**config.mk**
```make
export PLATFORM = sky130hd
export DESIGN_NAME = fifo_write_arbiter
export DESIGN_NICKNAME = d
export VERILOG_FILES = /design/src/rtl/fifo_write_arbiter.sv
export SDC_FILE = /design/constraint.sdc
export NUM_CORES = 1
export LEC_CHECK = 0
export BUFFER_PORTS_ARGS = -buffer_cell sky130_fd_sc_hd__buf_2
export CAP_MARGIN = 20
export CORE_ASPECT_RATIO = 1.4
export CORE_MARGIN = 4
export CORE_UTILIZATION = 43
export CTS_BUF_LIST = sky130_fd_sc_hd__clkbuf_4
export CTS_CLUSTER_SIZE = 16
export DETAILED_ROUTE_END_ITERATION = 6
export PLACE_DENSITY = 0.77
export SLEW_MARGIN = 20
export SYNTH_ARGS = -nofsm -noshare
export SYNTH_HDL_FRONTEND = slang
export SYNTH_SLANG_ARGS = --single-unit
```
**constraint.sdc**
```tcl
create_clock -name write_clk -period 1.6 [get_ports write_clk]
set_input_delay 0.32 -clock write_clk [delete_from_list [all_inputs] [get_ports write_clk]]
set_output_delay 0.32 -clock write_clk [all_outputs]
set_load 0.01 [all_outputs]
```
**src/rtl/fifo_write_arbiter.sv**
```systemverilog
// Round-robin arbiter that shares the write port of the CDC FIFO between NUM_REQ
// requesters, granting bursts of up to MAX_BURST beats and honouring fifo_full.
module fifo_write_arbiter #(
    parameter int NUM_REQ    = 4,
    parameter int DATA_WIDTH = 8,
    parameter int MAX_BURST  = 4,
    localparam int GW        = $clog2(NUM_REQ)
) (
    input  logic                          write_clk,
    input  logic                          write_rst_n,
    input  logic [NUM_REQ-1:0]            req_valid,
    input  logic [NUM_REQ*DATA_WIDTH-1:0] req_data,
    output logic [NUM_REQ-1:0]            req_ready,
    input  logic                          fifo_full,
    output logic                          write_enable_in,
    output logic [DATA_WIDTH-1:0]         write_data,
    output logic                          grant_valid,
    output logic [GW-1:0]                 grant_id,
    output logic [15:0]                   beat_count
);

    localparam int BCW = (MAX_BURST > 1) ? $clog2(MAX_BURST) : 1;
    localparam logic [BCW-1:0] BURST_LAST = BCW'(MAX_BURST - 1);

    typedef enum logic [0:0] {
        ST_IDLE  = 1'b0,
        ST_GRANT = 1'b1
    } state_t;

    state_t                  r_state;
    state_t                  w_next_state;
    logic [GW-1:0]           r_grant_id;
    logic [GW-1:0]           r_last_grant;
    logic [BCW-1:0]          r_beat_cnt;
    logic [15:0]             r_beat_count;

    logic [GW-1:0]           w_winner;
    logic                    w_found;
    logic                    w_owner_valid;
    logic [DATA_WIDTH-1:0]   w_owner_data;
    logic                    w_accept;
    logic                    w_release;

    // Round-robin search starting one past the previous owner, wrapping modulo NUM_REQ.
    always_comb begin
        w_winner = {GW{1'b0}};
        w_found  = 1'b0;
        for (int k = 1; k <= NUM_REQ; k++) begin
            logic [GW-1:0] idx;
            idx = GW'((int'(r_last_grant) + k) % NUM_REQ);
            if (!w_found && req_valid[idx]) begin
                w_winner = idx;
                w_found  = 1'b1;
            end else begin
                w_found  = w_found;
            end
        end
    end

    assign w_owner_valid = req_valid[r_grant_id];
    assign w_owner_data  = req_data[int'(r_grant_id)*DATA_WIDTH +: DATA_WIDTH];
    assign w_accept      = (r_state == ST_GRANT) && w_owner_valid && !fifo_full;
    // A full FIFO only stalls the burst; only a finished burst or an idle owner releases.
    assign w_release     = (w_accept && (r_beat_cnt == BURST_LAST)) || !w_owner_valid;

    // FSM state register; write_rst_n is released synchronously upstream.
    always_ff @(posedge write_clk or negedge write_rst_n) begin
        if (!write_rst_n) begin
            r_state <= ST_IDLE;
        end else begin
            r_state <= w_next_state;
        end
    end

    // FSM next-state logic.
    always_comb begin
        w_next_state = r_state;
        case (r_state)
            ST_IDLE: begin
                if (|req_valid) begin
                    w_next_state = ST_GRANT;
                end else begin
                    w_next_state = ST_IDLE;
                end
            end
            ST_GRANT: begin
                if (w_release) begin
                    w_next_state = ST_IDLE;
                end else begin
                    w_next_state = ST_GRANT;
                end
            end
            default: begin
                w_next_state = ST_IDLE;
            end
        endcase
    end

    // FSM outputs: the write port only moves while a grant is held and a beat is accepted.
    always_comb begin
        write_enable_in = 1'b0;
        write_data      = {DATA_WIDTH{1'b0}};
        req_ready       = {NUM_REQ{1'b0}};
        grant_valid     = 1'b0;
        case (r_state)
            ST_IDLE: begin
                grant_valid = 1'b0;
            end
            ST_GRANT: begin
                grant_valid     = 1'b1;
                write_enable_in = w_accept;
                if (w_accept) begin
                    write_data = w_owner_data;
                    req_ready  = NUM_REQ'(1) << r_grant_id;
                end else begin
                    write_data = {DATA_WIDTH{1'b0}};
                    req_ready  = {NUM_REQ{1'b0}};
                end
            end
            default: begin
                grant_valid = 1'b0;
            end
        endcase
    end

    // Grant bookkeeping, per-burst beat counter and the free-running accepted-beat total.
    always_ff @(posedge write_clk or negedge write_rst_n) begin
        if (!write_rst_n) begin
            r_grant_id   <= {GW{1'b0}};
            r_last_grant <= GW'(NUM_REQ - 1);
            r_beat_cnt   <= {BCW{1'b0}};
            r_beat_count <= 16'h0000;
        end else begin
            if ((r_state == ST_IDLE) && (|req_valid)) begin
                r_grant_id <= w_winner;
                r_beat_cnt <= {BCW{1'b0}};
            end else if (w_accept) begin
                r_beat_cnt <= r_beat_cnt + BCW'(1);
            end else begin
                r_beat_cnt <= r_beat_cnt;
            end
            if ((r_state == ST_GRANT) && w_release) begin
                r_last_grant <= r_grant_id;
            end else begin
                r_last_grant <= r_last_grant;
            end
            if (w_accept) begin
                r_beat_count <= r_beat_count + 16'h0001;
            end else begin
                r_beat_count <= r_beat_count;
            end
        end
    end

    assign grant_id   = r_grant_id;
    assign beat_count = r_beat_count;

endmodule

```
==> results.txt <==
----------------------------------------------------
[Status]
  Outcome ... finished with violations
  Violations in the final reports ... setup timing

[Logic synthesis]
  Most instantiated cells after synthesis ... sky130_fd_sc_hd__dfrtp_1, sky130_fd_sc_hd__xnor2_1, sky130_fd_sc_hd__and2_1
  Most used standard cell by instance count after synthesis ... sky130_fd_sc_hd__dfrtp_1
  Leading area contributor after synthesis ... sky130_fd_sc_hd__dfrtp_1
  Fraction of registers with async set/reset ... 100%
  Post-Syn Nets ... 168
  Number of unique standard cell types used by synthesis ... 34
  Area of the mapped netlist ... 1420 sq um
  Mean instance size in the synthesized netlist ... 11.2 sq um
  Synthesized netlist cell count ... 127
  Top cell type's share of synthesized area ... 36.9%
  Number of warnings reported in the yosys synthesis log ... 0
  Sequential share of the synthesized area ... 40.6%
  Post-synth top flop ... sky130_fd_sc_hd__dfrtp_1
  Synth Register Bits ... 23
  EDFF count, synth ... 0
  Cells taking the most area after synthesis ... sky130_fd_sc_hd__dfrtp_1, sky130_fd_sc_hd__mux4_2, sky130_fd_sc_hd__xnor2_1, sky130_fd_sc_hd__and2_1, sky130_fd_sc_hd__dfstp_2

[Clock tree]
  Worst-case clock buffer depth ... 2
  Clk slew on worst S/H paths ... 0.13 ns
  Number of buffers added by the clock tree synthesis step ... 3
  Cell chosen for the clock root ... sky130_fd_sc_hd__clkbuf_4
  Sinks on the clock net ... 23
  H-tree depth ... 1
  TritonCTS clock tree ... yes
  Worst skew pair latency ... 0.32 ns

[Layout]
  FF+latch area ... 582 sq um
  Total of fill cells in the finished design ... 200
  Multi-input logic area ... 1020 sq um
  Layout cell share with drive strength beyond 1 ... 65.9%
  # diodes ... 0
  Layout-stage area growth over the synthesis result ... 61.4%
  Core utilization of the finished layout ... 72.9%
  Final layout net count ... 256

[STA]
  Slew headroom ... 66.5%
  Final setup violation count ... 33
  Final critical delay including setup and external delays ... 2.06 ns
  Hold Vio Cnt, Final ... 0
  Final setup margin ... -0.458 ns
  Final number of max-transition violations ... 0
  Transition at the pin with the smallest max-transition slack ... 0.503 ns
  Final hold slack ... 0.315 ns
  Maximum clock frequency ... 0.486 GHz
  Clk_skew ... 0.00813 ns
  Final period utilization ... 129%
  RSZ-0062 raised after global routing ... yes

[Setup path]
  Reg2reg start ... grant_id[0]$_DFFE_PN0P_
  Worst setup path startpoint ... grant_id[0]$_DFFE_PN0P_
  Required time of the critical path ... 1.28 ns
  Critical register-to-register path endpoint ... beat_count[14]$_DFFE_PN0P_
  Reg2Reg Setup Slack ... -0.25 ns
  Cell-by-cell listing of the critical path ... buf_6, mux4_2, and2_4, buf_2
  Delay contributed by the slowest stage of the critical path ... 0.52 ns
  Type of element capturing the critical path ... output port
  WP data arrival ... 1.74 ns
  Startpoint type of the worst setup path ... register
  Max stage delay cell, worst path ... sky130_fd_sc_hd__mux4_2
  Type of the worst setup path ... reg2out
  End point of the critical path ... write_data[6]
  Largest driver fanout on the critical path ... 14
  Number of cells traversed by the worst register-to-register path ... 7

[Power]
  Areal power density over the cells ... 1440 nW/um^2
  Worst vdd ir ... 838 uV
  Leak pwr ... 1.10 nW

[Route]
  Count of vias placed by the detailed router ... 1415
  Drt wl/cell ... 17.3 um
  Vias per Instance ... 5.59
  Final WL ... 4370 um
  Drt initial violations ... 35
  Count of antenna-violating nets left after detailed routing ... 0
  Number of remaining DRC errors ... 0
  Detailed Routing Iterations Pass 1 ... 4

[Floorplan]
  Die extent in y ... 76.1 um
  Core region area ... 3150 sq um
  Total I/O pin count ... 71
  Area of the die ... 4310 sq um
  Starting density of the core ... 45.2%
  Horizontal die dimension ... 56.6 um
  Number of placement rows ... 24

[Global route]
  Number of global-route vias before repair ... 1449
  Initial antenna violation count ... 0
  Largest net degree at the start of global routing ... 24
  GRT Overall Usage ... 19.3%
  Remaining Overflow, GRT ... 0
  First-pass GRT wire length ... 6680 um

[Placed design]
  Worst-case setup slack after placement ... -0.313 ns
  Number of port buffers ... 70
  Detail Placement HPWL ... 3040 um
  Final GP Congestion ... 0.926

[Hold path]
  Hold/Removal Path Class ... in2reg

[Run]
  Reported max-cap violation count ... 0

----------------------------------------------------
-- where the power goes --
group / leakage [nW] / internal (W) / switching, W / total [W]
Combinational: 0.792 / 0.00116 / 0.000925 / 0.00208
Clock: 0.0139 / 0.0000958 / 0.000186 / 0.000281
Sequential: 0.294 / 0.000753 / 0.000198 / 0.000951
-- worst min path at each step --
stage,from,to,slack [ns],depth (start not counted)
finish,req_valid[2],grant_id[1]$_DFFE_PN0P_,0.32,3
CTS,req_valid[2],grant_id[1]$_DFFE_PN0P_,0.30,3
floorplan,write_rst_n,beat_count[0]$_DFFE_PN0P_,0.02,0
global route,req_valid[2],grant_id[1]$_DFFE_PN0P_,0.30,3
global placement,write_rst_n,beat_count[12]$_DFFE_PN0P_,0.30,1
detailed placement,write_rst_n,beat_count[13]$_DFFE_PN0P_,0.31,1
-- cell type report --
cell class              count  area share, %
clock buffers               3          0.980
repair buffers             90           26.4
clock inverters             1          0.327
multi-input cells          94           44.4
flip-flops and latches     23           25.3
inverters                   3          0.490
well taps                  39           2.12
-- layout by cell type, fill, tap and decap left out, types with 5 or more instances in the layout --
| cell type | count |
|---|---|
| sky130_fd_sc_hd__buf_2 | 64 |
| sky130_fd_sc_hd__dfrtp_1 | 18 |
| sky130_fd_sc_hd__xnor2_1 | 11 |
| sky130_fd_sc_hd__buf_6 | 11 |
| sky130_fd_sc_hd__buf_4 | 10 |
| sky130_fd_sc_hd__mux4_2 | 8 |
| sky130_fd_sc_hd__and2_4 | 8 |
| sky130_fd_sc_hd__and3_1 | 7 |
| sky130_fd_sc_hd__nand4_1 | 7 |
| sky130_fd_sc_hd__nand3_4 | 5 |
-- what timing repair did --
item	in CTS	in global routing
cloned	2	0
resized for setup	24	20
setup endpoints to repair	33	33
buffers inserted	3	4
hold buffers	1	0
pin swaps	13	6
endpoints found under the hold margin	21	0
-- cells by family (layout without fill, tap and decap cells) --
group / count (synthesis) / count (layout) / share of synthesized area [%]
xor+xnor: 16 / 16 / 9.84
compound gates: 12 / 13 / 6.33
fa+ha+maj: 2 / 2 / 1.76
simple gates: 48 / 48 / 19.9
buf+inv: 11 / 97 / 3.69
flops: 23 / 23 / 40.6
mux: 15 / 15 / 17.8
-- worst max-delay path, delay by kind of cell (launching register included) --
| family | cells | cell delay [ns] |
|---|---|---|
| buffers and inverters | 2 | 0.32 |
| multiplexers | 1 | 0.52 |
| AND/OR/NAND/NOR | 1 | 0.18 |
| flip-flops | 1 | 0.39 |
-- per-stage QoR --
| stage | TNS (ns) | total power (W) | instance area (sq um) | instances |
|---|---|---|---|---|
| after global routing | -11.00 | 0.00352 | 2300 | 253 |
| after global placement | -4.06 | 0.00243 | 1960 | 241 |
| after floorplan | -1.66 | 0.00200 | 1510 | 127 |
| final | -8.82 | 0.00331 | 2300 | 253 |
| after detailed placement | -5.91 | 0.00248 | 1960 | 241 |
| after CTS | -6.66 | 0.00306 | 2170 | 250 |
-- per-layer routing --
layer	share of wire (%)	track usage [%]
met5	0	0
met4	1.7	6.65
met3	8.9	4.58
met1	36	21.2
met2	53	35.1
-- state kept, by name, indices dropped and copies added, names as in the netlist --
| signal | count |
|---|---|
| beat_count | 16 |
| grant_id | 2 |
| r_beat_cnt | 2 |
| r_last_grant | 2 |
| r_state | 1 |
Note: power is estimated with default switching activity, not from simulation.
